**src/rtl/s2p_multi.sv**
```systemverilog
// ---------------------------------------------------------------------------
// s2p_multi
//
// Multi-lane serial-to-parallel converter. LANES serial lanes are shifted in
// lock-step into frames of 1..DW bits. The frame length and the bit order are
// captured when a frame starts. A completed frame is moved into a one-deep
// output buffer. If the buffer is still occupied, the frame is dropped.
//
// Ports
//   clk, rst_n        rising-edge clock, asynchronous active-low reset
//   s2p_start         start a frame (looked at in IDLE only)
//   s2p_abort         drop the frame in progress (looked at in SHIFT only)
//   cfg_len           frame length; 0 or >DW means DW
//   cfg_msb_first     1: first bit is the MSB, 0: first bit is the LSB
//   serial_vld        qualifies serial_din this cycle
//   serial_din        one bit per lane
//   parallel_dout     lane i is at [i*DW +: DW], right-justified
//   dout_vld/dout_rdy output buffer handshake
//   s2p_busy          high while in SHIFT (this is the FSM state)
//   s2p_done          1-cycle pulse when a frame is loaded into the buffer
//   s2p_ovf           1-cycle pulse when a completed frame is dropped
//
// Handshake: a frame transfers at any rising edge where dout_vld && dout_rdy.
// While dout_vld is high and dout_rdy is low, parallel_dout is held stable.
// ---------------------------------------------------------------------------
module s2p_multi #(
  parameter int DW    = 22,
  parameter int LANES = 1,
  parameter int CW    = $clog2(DW + 1)
) (
  input  logic                  clk,
  input  logic                  rst_n,
  input  logic                  s2p_start,
  input  logic                  s2p_abort,
  input  logic [CW-1:0]         cfg_len,
  input  logic                  cfg_msb_first,
  input  logic                  serial_vld,
  input  logic [LANES-1:0]      serial_din,
  output logic [LANES*DW-1:0]   parallel_dout,
  output logic                  dout_vld,
  input  logic                  dout_rdy,
  output logic                  s2p_busy,
  output logic                  s2p_done,
  output logic                  s2p_ovf
);

  typedef enum logic {
    IDLE  = 1'b0,
    SHIFT = 1'b1
  } state_t;

  localparam logic [CW-1:0] DW_C = CW'(DW);

  state_t                     state_q, state_d;
  logic [CW-1:0]              len_q, len_d;
  logic [CW-1:0]              cnt_q, cnt_d;
  logic                       msb_q, msb_d;
  logic [LANES-1:0][DW-1:0]   sh_q, sh_d, sh_nxt;
  logic [LANES*DW-1:0]        dout_q, dout_d;
  logic                       vld_q, vld_d;
  logic                       done_q, done_d;
  logic                       ovf_q, ovf_d;
  logic                       last_bit;

  // Shift registers after absorbing the current bit. Each register is cleared
  // at start, so MSB-first shifting leaves the frame right-justified. LSB-first
  // writes bit cnt directly.
  always_comb begin
    sh_nxt = sh_q;
    for (int i = 0; i < LANES; i++) begin
      if (msb_q) begin
        sh_nxt[i] = {sh_q[i][DW-2:0], serial_din[i]};
      end else begin
        sh_nxt[i][cnt_q] = serial_din[i];
      end
    end
  end

  // The completing bit is the sampled bit taken when cnt == len-1.
  // len_q is never 0, so len_q - 1 does not wrap.
  assign last_bit = (state_q == SHIFT) && serial_vld && !s2p_abort &&
                    (cnt_q == len_q - 1'b1);

  always_comb begin
    state_d = state_q;
    len_d   = len_q;
    cnt_d   = cnt_q;
    msb_d   = msb_q;
    sh_d    = sh_q;
    dout_d  = dout_q;
    vld_d   = vld_q;
    done_d  = 1'b0;
    ovf_d   = 1'b0;

    // Consumption happens first. A frame that loads at the same edge
    // re-asserts vld below.
    if (vld_q && dout_rdy) begin
      vld_d = 1'b0;
    end

    case (state_q)
      IDLE: begin
        if (s2p_start) begin
          len_d   = ((cfg_len == '0) || (cfg_len > DW_C)) ? DW_C : cfg_len;
          msb_d   = cfg_msb_first;
          sh_d    = '0;
          cnt_d   = '0;
          state_d = SHIFT;
        end
      end
      SHIFT: begin
        if (s2p_abort) begin
          state_d = IDLE;
        end else if (serial_vld) begin
          sh_d  = sh_nxt;
          cnt_d = cnt_q + 1'b1;
          if (last_bit) begin
            state_d = IDLE;
            if (!vld_q || dout_rdy) begin
              dout_d = sh_nxt;
              vld_d  = 1'b1;
              done_d = 1'b1;
            end else begin
              ovf_d = 1'b1;
            end
          end
        end
      end
      default: state_d = IDLE;
    endcase
  end

  always_ff @(posedge clk or negedge rst_n) begin
    if (!rst_n) begin
      state_q <= IDLE;
      len_q   <= DW_C;
      cnt_q   <= '0;
      msb_q   <= 1'b0;
      sh_q    <= '0;
      dout_q  <= '0;
      vld_q   <= 1'b0;
      done_q  <= 1'b0;
      ovf_q   <= 1'b0;
    end else begin
      state_q <= state_d;
      len_q   <= len_d;
      cnt_q   <= cnt_d;
      msb_q   <= msb_d;
      sh_q    <= sh_d;
      dout_q  <= dout_d;
      vld_q   <= vld_d;
      done_q  <= done_d;
      ovf_q   <= ovf_d;
    end
  end

  assign parallel_dout = dout_q;
  assign dout_vld      = vld_q;
  assign s2p_busy      = (state_q == SHIFT);
  assign s2p_done      = done_q;
  assign s2p_ovf       = ovf_q;

endmodule

```
**config.mk**
```make
export PLATFORM = sky130hd
export DESIGN_NAME = s2p_multi
export DESIGN_NICKNAME = d
export VERILOG_FILES = /design/src/rtl/s2p_multi.sv
export SDC_FILE = /design/constraint.sdc
export NUM_CORES = 1
export LEC_CHECK = 0
export BUFFER_PORTS_ARGS = -buffer_cell sky130_fd_sc_hd__buf_2
export CELL_PAD_IN_SITES_DETAIL_PLACEMENT = 0
export CELL_PAD_IN_SITES_GLOBAL_PLACEMENT = 1
export CORE_ASPECT_RATIO = 1.5
export CORE_MARGIN = 3
export CORE_UTILIZATION = 49
export DETAILED_ROUTE_END_ITERATION = 6
export GPL_ROUTABILITY_DRIVEN = 0
export PLACE_DENSITY = 0.91
export SETUP_SLACK_MARGIN = 0.3
export SLEW_MARGIN = 25
export SYNTH_ARGS = -nofsm -noshare
export SYNTH_HDL_FRONTEND = slang
export SYNTH_SLANG_ARGS = --single-unit
export TNS_END_PERCENT = 50
```
**constraint.sdc**
```tcl
create_clock -name clk -period 5.95 [get_ports clk]
set_input_delay 0.8925 -clock clk [delete_from_list [all_inputs] [get_ports clk]]
set_output_delay 0.8925 -clock clk [all_outputs]
set_load 0.02 [all_outputs]
```
; Word-level counts from Yosys, hierarchy flattened
; Cells that the tools add are included.
[op_classes]
div_mod_pow = 0
n_shift = 0
add_sub_neg = 2
bitwise_logic = 2
n_reduce_logical = 13
mul = 0
n_eq_ne = 4
n_lt_le_gt_ge = 3
n_mux = 34
[op_table]
columns = operator, n
row1 = 22-bit two-way mux, 4
row2 = 22-bit case mux with 2 select lines, 1
row3 = 22-bit bitwise mux, 1
row4 = 1-bit two-way mux, 21
row5 = 5-bit two-way mux, 4
row6 = 5-bit case mux with 2 select lines, 1
row7 = "5-bit by 6-bit < comparator with 1-bit output, second input constant", 1
row8 = "2-bit inequality test, second input constant", 3
row9 = "5-bit by 1-bit adder with 5-bit output, second input constant", 1
row10 = 1-bit demux with 5-bit select, 1
row11 = 5-bit equality test, 1
row12 = "5-bit by 1-bit greater-or-equal comparator with 1-bit output, second input constant", 1
row13 = "5-bit greater-than comparator, second input constant", 1
row14 = 1-bit logical AND, 5
row15 = 5-bit logical NOT, 1
row16 = 5-bit AND reduction, 1
row17 = "5-bit by 1-bit subtractor with 5-bit output, second input constant", 1
row18 = 3-bit AND reduction, 1
row19 = 1-bit logical NOT, 2
row20 = 1-bit logical OR, 2
row21 = 1-bit NOT, 2
row22 = 1-bit case mux with 2 select lines, 1
row23 = 2-bit AND reduction, 1
[word_totals]
inputBits = 13
mem_bits_rw = 0
romBits = 0
n_memories = 0
register_bits = 59
latchBits = 0
out_inout_bits = 26

; Longest topological paths before layout
; Gate-level depths: netlist (run 1).
[depth]
word_depth = 9
depth_mapped = 7
mapped_depth_nobuf = 7

; Worst setup path after synthesis (run 1)
; OpenSTA, ideal clock, no wires.
[synth_path]
kind = input to register
start = input port s2p_abort
end = register dout_q[10], in the netlist parallel_dout[10]
path_slack_ns = 3.657
arrival_ns = 2.168
cell_stages = 6
required_ns = 5.825
path_buffers = 1
cell_sequence = inv_1 nand3_1 nor4_2 nand3_4 buf_6 mux2_4
[synth_via]
elab_chain_len = 4
elab_cells_between_ends = 5
[synth_lines]
columns = item, line
row1 = "start, declared", 34  ; input logic s2p_abort,
row2 = 1-bit logical NOT, 81  ; assign last_bit = (state_q == SHIFT) && serial_vld && !s2p_abort &&
row3 = 1-bit logical AND (2 in series), 81
row4 = 5-bit AND reduction (no source line) *, n/a
row5 = "end signal, assigned", 150  ; dout_q <= dout_d;
row6 = "end, declared", 59  ; logic [LANES*DW-1:0] dout_q, dout_d;
; Mark *: on every way between the ends. The rest lies on a longest branch, timed or not.
; A chain may end at the register's enable or synchronous reset.

; Final worst setup path (run 1)
[layout_path]
start = register cnt_q[2]
end = register dout_q[1], in the netlist parallel_dout[1]
[layout_via]
elab_chain_len = 6
elab_cells_between_ends = 10
[layout_lines]
columns = item, line
row1 = "start, declared", 56  ; logic [CW-1:0] cnt_q, cnt_d;
row2 = "start signal, assigned", 147  ; cnt_q <= cnt_d;
row3 = 5-bit by 6-bit < comparator with 1-bit output (implied by the code) / 5-bit by 1-bit greater-or-equal comparator with 1-bit output (equally long branches), 74  ; sh_nxt[i][cnt_q] = serial_din[i];
row4 = 1-bit logical AND (implied by the code), 74
row5 = 1-bit two-way mux (implied by the code), 74
row6 = 1-bit demux with 5-bit select, 74
row7 = 22-bit bitwise mux, 74
row8 = 22-bit two-way mux, 71  ; if (msb_q) begin
; Parallel ways exist; a longest one is shown, timed or not.

==> results of run 1 <==
[sequential cells by signal, indices dropped and copies added, names as in the netlist]
| register | count |
|---|---|
| s2p_busy | 1 |
| parallel_dout | 22 |
| s2p_ovf | 1 |
| cnt_q | 5 |
| msb_q | 1 |
| s2p_done | 1 |
| sh_q | 22 |
| dout_vld | 1 |
| len_q | 5 |
[power breakdown]
group	total (mW)	internal (mW)	switching, mW
sequential	0.473	0.439	0.0336
combinational	0.194	0.0726	0.121
clock	0.385	0.217	0.168
total	1.05	0.728	0.323
[placed cells by master, fill, tap and decap left out, types with 8 or more instances in the layout]
| cell type | instances |
|---|---|
| sky130_fd_sc_hd__a21oi_1 | 8 |
| sky130_fd_sc_hd__mux2_4 | 15 |
| sky130_fd_sc_hd__nor4bb_1 | 8 |
| sky130_fd_sc_hd__inv_1 | 12 |
| sky130_fd_sc_hd__dfrtp_1 | 56 |
| sky130_fd_sc_hd__nand2_1 | 36 |
| sky130_fd_sc_hd__o21ai_0 | 24 |
| sky130_fd_sc_hd__mux2i_1 | 26 |
| sky130_fd_sc_hd__a22o_1 | 17 |
| sky130_fd_sc_hd__clkbuf_8 | 11 |
| sky130_fd_sc_hd__buf_2 | 38 |
| sky130_fd_sc_hd__nor2_1 | 10 |
[per-stage QoR]
stage / setup WS, ns / power (mW) / area, sq um / hold slack [ns]
final: 3.43 / 1.05 / 3580 / 0.482
after global routing: 3.27 / 1.10 / 3580 / 0.523
after CTS: 3.42 / 1.06 / 3580 / 0.485
after detailed placement: 3.08 / 0.678 / 3370 / 0.471
after global placement: 3.17 / 0.673 / 3370 / 0.463
after floorplan: 3.66 / 0.611 / 3150 / 0.450
[cell usage after synthesis (2+ instances only)]
cell type / instances
sky130_fd_sc_hd__a21oi_1: 8
sky130_fd_sc_hd__a22o_1: 17
sky130_fd_sc_hd__a31oi_1: 2
sky130_fd_sc_hd__and3_1: 2
sky130_fd_sc_hd__and4bb_2: 4
sky130_fd_sc_hd__buf_6: 2
sky130_fd_sc_hd__clkbuf_1: 18
sky130_fd_sc_hd__dfrtp_1: 56
sky130_fd_sc_hd__dfstp_2: 3
sky130_fd_sc_hd__ha_1: 5
sky130_fd_sc_hd__inv_1: 12
sky130_fd_sc_hd__mux2_1: 2
sky130_fd_sc_hd__mux2_4: 15
sky130_fd_sc_hd__mux2i_1: 26
sky130_fd_sc_hd__nand2_1: 36
sky130_fd_sc_hd__nand2b_1: 2
sky130_fd_sc_hd__nand4_1: 2
sky130_fd_sc_hd__nand4b_1: 6
sky130_fd_sc_hd__nor2_1: 11
sky130_fd_sc_hd__nor2b_1: 3
sky130_fd_sc_hd__nor3_1: 3
sky130_fd_sc_hd__nor4_1: 2
sky130_fd_sc_hd__nor4bb_1: 8
sky130_fd_sc_hd__o21ai_0: 24
sky130_fd_sc_hd__xnor2_1: 5
sky130_fd_sc_hd__xor2_1: 3
[worst paths after layout]
kind	end	slack, ns
worst max-delay path	parallel_dout[1]	3.43
worst min-delay path	sh_q[21]	0.48
worst max register to register	parallel_dout[1]	3.43
worst min register to register	sh_q[21]	0.48
max in group asynchronous	parallel_dout[20]	4.78
min in group asynchronous	sh_q[17]	0.68
[logic make-up (layout without fill, tap and decap cells)]
| kind of cell | Yosys count | after routing | share of synthesized area [%] |
|---|---|---|---|
| adder cells (fa/ha/maj) | 5 | 5 | 1.98 |
| flip-flops | 59 | 59 | 46.9 |
| buffers and inverters | 33 | 69 | 4.40 |
| XOR/XNOR | 8 | 8 | 2.22 |
| AND/OR/NAND/NOR | 85 | 85 | 15.9 |
| AO/OA/AOI/OAI | 57 | 57 | 12.1 |
| multiplexers | 44 | 44 | 16.5 |
[worst min-delay path: stages, from the launching register on]
cell and delay, ns:
sky130_fd_sc_hd__dfrtp_1 0.34, sky130_fd_sc_hd__nand2_1 0.04, sky130_fd_sc_hd__o21ai_0 0.06
[cell type report]
type,instances,area [sq um]
Timing Repair Buffer,41,213
Clock inverter,5,61.3
Multi-Input combinational cell,199,1540
Inverter,12,45.0
Fill cell,525,2590
Tap cell,74,92.6
Clock buffer,11,151
Sequential cell,59,1480
[routing by layer]
layer | share of wire [%] | wire length [um] | up-vias
li1 | - | - | 1103
met1 | 44 | 2760 | 1086
met2 | 50 | 3120 | 49
met3 | 3.5 | 222 | 14
met4 | 2.5 | 159 | 0
met5 | 0 | 0 | -
==> report_table.html, run 1 <==
<table>
<tr><th>Metric</th><th>Value</th></tr>
<tr><th colspan="2">STA</th></tr>
<tr><td>Final Hold Vio Count</td><td>0</td></tr>
<tr><td>Share of the cycle needed by the critical path after routing</td><td>between 40% and 50%</td></tr>
<tr><td>Setup TNS</td><td>0 ns</td></tr>
<tr><td>Final critical path time including I/O delays and setup</td><td>~2.5 ns</td></tr>
<tr><td>Worst relative slew slack</td><td>about 33%</td></tr>
<tr><td>Count of final setup violators</td><td>0</td></tr>
<tr><td>Skew final</td><td>roughly 0.011 ns</td></tr>
<tr><td>Unrepaired setup endpoints after global routing</td><td>no</td></tr>
<tr><td>Max-slew violations</td><td>0</td></tr>
<tr><td>Max Freq</td><td>slightly below 400 MHz</td></tr>
<tr><td>Slew at the pin with the worst max-slew slack</td><td>1.00 ns</td></tr>
<tr><th colspan="2">Worst hold path</th></tr>
<tr><td>Worst hold path startpoint</td><td>sh_q[21]</td></tr>
<tr><td>Number of instances on the worst hold path</td><td>2</td></tr>
<tr><td>Path category of the worst min-delay check</td><td>reg -&gt; reg</td></tr>
<tr><th colspan="2">Synth</th></tr>
<tr><td>Avg Cell Area, Syn</td><td>approximately 11 sq um</td></tr>
<tr><td>Proportion of register bits with asynchronous set or reset after synthesis</td><td>100%</td></tr>
<tr><td>Synth Warn #</td><td>0</td></tr>
<tr><td>Unique cell type count in the Yosys netlist</td><td>40</td></tr>
<tr><td>Sequential area share after synthesis</td><td>between 40% and 50%</td></tr>
<tr><td>Ys flop type</td><td>sky130_fd_sc_hd__dfrtp_1</td></tr>
<tr><td>Proportion of netlist area held by the largest area contributor</td><td>44.4%</td></tr>
<tr><td>Cell area after synthesis</td><td>about 3200 sq um</td></tr>
<tr><td>Number of flops mapped to enable cells by yosys</td><td>0</td></tr>
<tr><td>Cell types occupying the most area after synthesis</td><td>sky130_fd_sc_hd__dfrtp_1 (44%), sky130_fd_sc_hd__mux2i_1 (8.3%), sky130_fd_sc_hd__mux2_4 (7.1%), sky130_fd_sc_hd__a22o_1 (4.7%), sky130_fd_sc_hd__nand2_1 (4.3%)</td></tr>
<tr><td>Biggest area consumer among synthesized cells</td><td>sky130_fd_sc_hd__dfrtp_1</td></tr>
<tr><td>FF+latch count, synth</td><td>approximately 60</td></tr>
<tr><td>Cell count after synthesis</td><td>approximately 290</td></tr>
<tr><td>Synthesized net count</td><td>309</td></tr>
<tr><th colspan="2">Clock network</th></tr>
<tr><td>Root Buffer</td><td>sky130_fd_sc_hd__clkbuf_8</td></tr>
<tr><td>Worst-Skew Late Latency</td><td>0.35 ns</td></tr>
<tr><td>Hold-fix buffer count after cts</td><td>0</td></tr>
<tr><td>Inserted Clock Buffers</td><td>9</td></tr>
<tr><td>Max clock buf depth</td><td>2</td></tr>
<tr><td>CTS clk-pin slew, worst paths</td><td>around 0.06 ns</td></tr>
<tr><td>CTS H-tree lvls</td><td>3</td></tr>
<tr><td>Post-CTS sizing</td><td>0</td></tr>
<tr><td>CTS sink count</td><td>59</td></tr>
<tr><td>TritonCTS clock tree</td><td>yes</td></tr>
<tr><td>Postcts setup bufs</td><td>0</td></tr>
<tr><th colspan="2">Detailed routing</th></tr>
<tr><td>Vias per cell</td><td>5.62</td></tr>
<tr><td>Number of remaining DRC errors</td><td>0</td></tr>
<tr><td>Number of routed nets with antenna violations</td><td>0</td></tr>
<tr><td>Overall via count from detail_route</td><td>approximately 2300</td></tr>
<tr><td>Average detailed-routed wire length per instance</td><td>between 15 and 20 um</td></tr>
<tr><td>DR pass1 iterations</td><td>4</td></tr>
<tr><td>Final wirelength</td><td>around 6300 um</td></tr>
<tr><td>Initial detailed-routing violation count</td><td>121</td></tr>
<tr><th colspan="2">Global routing</th></tr>
<tr><td>Met3 global-route usage</td><td>around 4%</td></tr>
<tr><td>Global routing usage on met1</td><td>between 20% and 30%</td></tr>
<tr><td>GR Overflow Total</td><td>0</td></tr>
<tr><td>Met2 usage</td><td>roughly 28%</td></tr>
<tr><td>Largest net degree at the start of global routing</td><td>60</td></tr>
<tr><td>Initial antenna violation count</td><td>0</td></tr>
<tr><td>First-pass GRT wire length</td><td>10900 um</td></tr>
<tr><td>Overall fraction of global-route tracks in use</td><td>approximately a fifth</td></tr>
<tr><td>Global route hottest layer</td><td>met2</td></tr>
<tr><td>Number of global-route vias before repair</td><td>approximately 2200</td></tr>
<tr><th colspan="2">Critical path</th></tr>
<tr><td>Element type at the critical path start</td><td>flip-flop</td></tr>
<tr><td>Worst setup path startpoint</td><td>cnt_q[2]</td></tr>
<tr><td>Highest-delay cell along the critical path</td><td>sky130_fd_sc_hd__dfrtp_1</td></tr>
<tr><td>Worst reg-to-reg path cell count</td><td>5</td></tr>
<tr><td>Cells along the critical path</td><td>nor2b_1 -&gt; or3_1 -&gt; a31oi_4 -&gt; nand3_4 -&gt; mux2_1</td></tr>
<tr><td>Setup Crit Path Kind</td><td>reg -&gt; reg</td></tr>
<tr><td>Critical path's top delay family</td><td>simple AND/OR/NAND/NOR gates</td></tr>
<tr><td>Req. time, crit path</td><td>~6.2 ns</td></tr>
<tr><td>Critical path buffers and inverters</td><td>0</td></tr>
<tr><td>Highest net fanout along the worst path</td><td>25</td></tr>
<tr><td>Critical path endpoint category</td><td>flip-flop</td></tr>
<tr><td>Reg-to-reg startpoint</td><td>cnt_q[2]</td></tr>
<tr><td>Slowest cell delay on critical path</td><td>0.65 ns</td></tr>
<tr><td>Arrival @ worst endpoint</td><td>around 2.8 ns</td></tr>
<tr><td>Stages on worst setup path</td><td>5</td></tr>
<tr><th colspan="2">Power</th></tr>
<tr><td>Power per standard cell area</td><td>~290 nW/um^2</td></tr>
<tr><td>Peak VDD IR</td><td>between 0.2 and 0.25 mV</td></tr>
<tr><td>Leakage component of the power</td><td>around 1.7 nW</td></tr>
<tr><th colspan="2">Floorplanning</th></tr>
<tr><td>Y dimension of the die</td><td>between 100 and 150 um</td></tr>
<tr><td>Number of ports placed on the die boundary</td><td>39</td></tr>
<tr><td>Die Span X</td><td>71.5 um</td></tr>
<tr><td>Floorplan Core Area</td><td>6170 sq um</td></tr>
<tr><td>Die area</td><td>roughly 7500 sq um</td></tr>
<tr><td>Starting Density</td><td>between 50% and 60%</td></tr>
<tr><td>Count of standard-cell rows</td><td>35</td></tr>
<tr><th colspan="2">Placed design</th></tr>
<tr><td>Number of cells after detailed placement</td><td>about 390</td></tr>
<tr><td>Port-buffer cells</td><td>38</td></tr>
<tr><td>Final HPWL from detailed placement</td><td>about 4000 um</td></tr>
<tr><th colspan="2">Cells and area</th></tr>
<tr><td>Fraction of layout instances using a drive strength above 1</td><td>between 20 and 30%</td></tr>
<tr><td>Fraction of the core area covered by cells at the end of the flow</td><td>between 50% and 60%</td></tr>
<tr><td>Area growth, synth to finish</td><td>13.5%</td></tr>
<tr><td>Number of antenna repair diodes</td><td>0</td></tr>
<tr><td>Nets</td><td>between 300 and 400</td></tr>
<tr><td>Post-route non-filler standard cell count</td><td>~400</td></tr>
<tr><th colspan="2">Run</th></tr>
<tr><td>Max Cap Violations</td><td>0</td></tr>
<tr><th colspan="2">Outcome</th></tr>
<tr><td>Result of the run</td><td>complete, no violations</td></tr>
</table>
No activity file was read; power rests on OpenSTA's default activity.
==> run 2: changes to the inputs <==
CORE_UTILIZATION = 41   (was 49)
PLACE_DENSITY = 0.82   (was 0.91)
clock period = 2.2 ns   (was 5.95 ns; I/O delays follow)
==> report_table.html, run 2 (synthesized netlist as in run 1, its figures left out) <==
<table>
<tr><th>Metric</th><th>Value</th></tr>
<tr><th colspan="2">Global routing</th></tr>
<tr><td>Largest net degree at the start of global routing</td><td>35</td></tr>
<tr><td>Overall fraction of global-route tracks in use</td><td>~17%</td></tr>
<tr><td>Met2 usage</td><td>between 20% and 30%</td></tr>
<tr><td>First-pass GRT wire length</td><td>between 10000 and 15000 um</td></tr>
<tr><td>Met3 global-route usage</td><td>2.92%</td></tr>
<tr><td>Initial antenna violation count</td><td>0</td></tr>
<tr><td>GR Overflow Total</td><td>0</td></tr>
<tr><td>Global route hottest layer</td><td>met2</td></tr>
<tr><td>Number of global-route vias before repair</td><td>2397</td></tr>
<tr><td>Global routing usage on met1</td><td>approximately 21%</td></tr>
<tr><th colspan="2">Floorplanning</th></tr>
<tr><td>Number of ports placed on the die boundary</td><td>39</td></tr>
<tr><td>Floorplan Core Area</td><td>between 7000 and 8000 sq um</td></tr>
<tr><td>Count of standard-cell rows</td><td>38</td></tr>
<tr><td>Die Span X</td><td>just under 80 um</td></tr>
<tr><td>Starting Density</td><td>a little over two fifths</td></tr>
<tr><td>Y dimension of the die</td><td>113 um</td></tr>
<tr><td>Die area</td><td>8800 sq um</td></tr>
<tr><th colspan="2">Clock network</th></tr>
<tr><td>Inserted Clock Buffers</td><td>9</td></tr>
<tr><td>Root Buffer</td><td>sky130_fd_sc_hd__clkbuf_8</td></tr>
<tr><td>CTS sink count</td><td>just under 60</td></tr>
<tr><td>Max clock buf depth</td><td>2</td></tr>
<tr><td>Worst-Skew Late Latency</td><td>0.33 ns</td></tr>
<tr><td>CTS clk-pin slew, worst paths</td><td>approximately 0.070 ns</td></tr>
<tr><td>CTS H-tree lvls</td><td>3</td></tr>
<tr><td>TritonCTS clock tree</td><td>yes</td></tr>
<tr><th colspan="2">Cells and area</th></tr>
<tr><td>Area of the multi-input gates</td><td>roughly 1600 sq um</td></tr>
<tr><td>Number of antenna repair diodes</td><td>0</td></tr>
<tr><td>Fraction of the core area covered by cells at the end of the flow</td><td>52.5%</td></tr>
<tr><td>Fraction of layout instances using a drive strength above 1</td><td>roughly 32%</td></tr>
<tr><td>Commonest non-fill, non-tap cell in the layout</td><td>sky130_fd_sc_hd__dfrtp_1</td></tr>
<tr><td>Nets</td><td>358</td></tr>
<tr><td>Post-route non-filler standard cell count</td><td>roughly 450</td></tr>
<tr><td>Filler cell count</td><td>658</td></tr>
<tr><td>Final cell area excluding filler cells</td><td>~3900 sq um</td></tr>
<tr><td>Most frequent cells in the layout</td><td>sky130_fd_sc_hd__dfrtp_1 (56), sky130_fd_sc_hd__buf_2 (38), sky130_fd_sc_hd__nand2_1 (36), sky130_fd_sc_hd__mux2i_1 (26), sky130_fd_sc_hd__o21ai_0 (24)</td></tr>
<tr><td>Area growth, synth to finish</td><td>22.7%</td></tr>
<tr><td>Register cell area after layout</td><td>approximately 1500 sq um</td></tr>
<tr><th colspan="2">Critical path</th></tr>
<tr><td>Element type at the critical path start</td><td>flip-flop</td></tr>
<tr><td>Critical path buffers and inverters</td><td>2</td></tr>
<tr><td>Reg2reg setup slack</td><td>0.17 ns</td></tr>
<tr><td>Setup Crit Path Kind</td><td>reg -&gt; reg</td></tr>
<tr><td>R2r endpoint</td><td>parallel_dout[10]</td></tr>
<tr><td>Highest-delay cell along the critical path</td><td>sky130_fd_sc_hd__dfstp_2</td></tr>
<tr><td>Reg-to-reg startpoint</td><td>len_q[1]</td></tr>
<tr><td>Critical path's top delay family</td><td>flip-flops</td></tr>
<tr><td>Highest net fanout along the worst path</td><td>10</td></tr>
<tr><td>Arrival @ worst endpoint</td><td>2.24 ns</td></tr>
<tr><td>Slowest cell delay on critical path</td><td>0.55 ns</td></tr>
<tr><td>Critical path endpoint category</td><td>flip-flop</td></tr>
<tr><td>Stages on worst setup path</td><td>7</td></tr>
<tr><td>Worst reg-to-reg path cell count</td><td>7</td></tr>
<tr><td>Req. time, crit path</td><td>between 2 and 2.5 ns</td></tr>
<tr><td>Cells along the critical path</td><td>inv_2 -&gt; ha_4 -&gt; or3_4 -&gt; a31oi_4 -&gt; nand3_4 -&gt; buf_12 -&gt; mux2_4</td></tr>
<tr><th colspan="2">STA</th></tr>
<tr><td>Max-slew violations</td><td>0</td></tr>
<tr><td>Worst relative slew slack</td><td>between 70% and 80%</td></tr>
<tr><td>Skew final</td><td>about 0.0083 ns</td></tr>
<tr><td>Final critical path time including I/O delays and setup</td><td>~2.0 ns</td></tr>
<tr><td>Final hold slack</td><td>approximately 0.19 ns</td></tr>
<tr><td>Share of the cycle needed by the critical path after routing</td><td>92.1%</td></tr>
<tr><td>Final Hold Vio Count</td><td>0</td></tr>
<tr><td>Setup TNS</td><td>0 ns</td></tr>
<tr><td>Slew at the pin with the worst max-slew slack</td><td>0.398 ns</td></tr>
<tr><td>Unrepaired setup endpoints after global routing</td><td>yes</td></tr>
<tr><td>Max Freq</td><td>about 500 MHz</td></tr>
<tr><td>Count of final setup violators</td><td>0</td></tr>
<tr><th colspan="2">Power</th></tr>
<tr><td>Comb pwr share</td><td>22.1%</td></tr>
<tr><td>Peak VDD IR</td><td>around 0.43 mV</td></tr>
<tr><td>Sequential share of power</td><td>44.1%</td></tr>
<tr><td>Internal Pwr Total</td><td>around 2.0 mW</td></tr>
<tr><td>Net switching fraction of the power</td><td>between 30% and 40%</td></tr>
<tr><td>Power per standard cell area</td><td>between 700 and 800 nW/um^2</td></tr>
<tr><td>Clock share of power</td><td>roughly a third</td></tr>
<tr><td>Leakage component of the power</td><td>approximately 1.9 nW</td></tr>
<tr><td>Net switching component of the power</td><td>between 0.8 and 0.9 mW</td></tr>
<tr><th colspan="2">Detailed routing</th></tr>
<tr><td>Vias per cell</td><td>between 5 and 6</td></tr>
<tr><td>Overall via count from detail_route</td><td>approximately 2300</td></tr>
<tr><td>Final wirelength</td><td>about 6700 um</td></tr>
<tr><td>Number of routed nets with antenna violations</td><td>0</td></tr>
<tr><td>DR pass1 iterations</td><td>5</td></tr>
<tr><td>Number of remaining DRC errors</td><td>0</td></tr>
<tr><td>Initial detailed-routing violation count</td><td>102</td></tr>
<tr><td>Average detailed-routed wire length per instance</td><td>roughly 15 um</td></tr>
<tr><th colspan="2">Placed design</th></tr>
<tr><td>Port-buffer cells</td><td>38</td></tr>
<tr><td>Final HPWL from detailed placement</td><td>4590 um</td></tr>
<tr><td>Instance area after placement</td><td>about 3500 sq um</td></tr>
<tr><td>Number of cells after detailed placement</td><td>approximately 420</td></tr>
<tr><th colspan="2">Worst hold path</th></tr>
<tr><td>Number of instances on the worst hold path</td><td>3</td></tr>
<tr><td>Worst hold path endpoint</td><td>msb_q</td></tr>
<tr><td>Path category of the worst min-delay check</td><td>in -&gt; reg</td></tr>
<tr><td>Worst hold path startpoint</td><td>cfg_msb_first</td></tr>
<tr><th colspan="2">Run</th></tr>
<tr><td>Max Cap Violations</td><td>0</td></tr>
<tr><th colspan="2">Outcome</th></tr>
<tr><td>Result of the run</td><td>complete, no violations</td></tr>
</table>
## run 2: cell count changes in the layout (fill, tap and decap cells not counted), sizes merged
cell | before | now
buf | 41 | 58
clkinv | 1 | 3
dlygate4sd3 | 0 | 1
clkinvlp | 3 | 1
## run 2: area by class of cell
| cell class | count | area share, % |
|---|---|---|
| clock buffer | 11 | 3.66 |
| inverter | 12 | 1.16 |
| timing repair buffer | 59 | 10.1 |
| sequential | 59 | 38.3 |
| multi-input combinational | 199 | 42.2 |
| tap | 100 | 3.24 |
| clock inverter | 5 | 1.36 |
## run 2: worst max path at each step
stage / startpoint / end / slack [ns]
6_report: len_q[1] / parallel_dout[10] / 0.17
5_1_grt: cnt_q[0] / parallel_dout[18] / 0.1
3_5_place_dp: len_q[1] / parallel_dout[14] / 0.15
3_3_place_gp: len_q[1] / parallel_dout[15] / 0.19
4_1_cts: len_q[1] / parallel_dout[13] / 0.20
2_1_floorplan: len_q[1] / parallel_dout[10] / 0.28
## run 2: stage by stage
step           power, mW  setup slack [ns]
2_1_floorplan       1.69             0.276
3_3_place_gp        1.89             0.190
3_5_place_dp        1.90             0.146
4_1_cts             2.88             0.201
5_1_grt             3.04            0.0962
6_report            2.88             0.174
## run 2: worst register-to-register path, cell delays in order (launching register included)
cell,delay [ns]
sky130_fd_sc_hd__dfstp_2,0.55
sky130_fd_sc_hd__inv_2,0.05
sky130_fd_sc_hd__ha_4,0.15
sky130_fd_sc_hd__or3_4,0.33
sky130_fd_sc_hd__a31oi_4,0.21
sky130_fd_sc_hd__nand3_4,0.14
sky130_fd_sc_hd__buf_12,0.19
sky130_fd_sc_hd__mux2_4,0.29
## run 2: repair_timing
action | in CTS | in global routing
setup endpoints to repair | 22 | 34
buffers inserted | 1 | 5
endpoints found under the hold margin | 15 | 0
hold buffers | 1 | 0
pin swaps | 0 | 1
gates resized for setup | 4 | 14
gates cloned | 0 | 0
## run 2: per-layer routing
layer / routed length [um] / up-vias / share of wire (%)
li1: - / 1139 / -
met1: 2940 / 1140 / 44
met2: 3510 / 32 / 52
met3: 169 / 7 / 2.5
met4: 88 / 0 / 1.3
met5: 0 / - / 0
## run 2: power groups by stage
stage                     clock network [mW]  registers (mW)  logic [mW]
after floorplan                            0            1.34       0.344
after global placement                     0            1.28       0.604
after detailed placement                   0            1.29       0.610
after CTS                              0.994            1.27       0.617
after global routing                    1.05            1.29       0.712
final                                  0.972            1.27       0.638
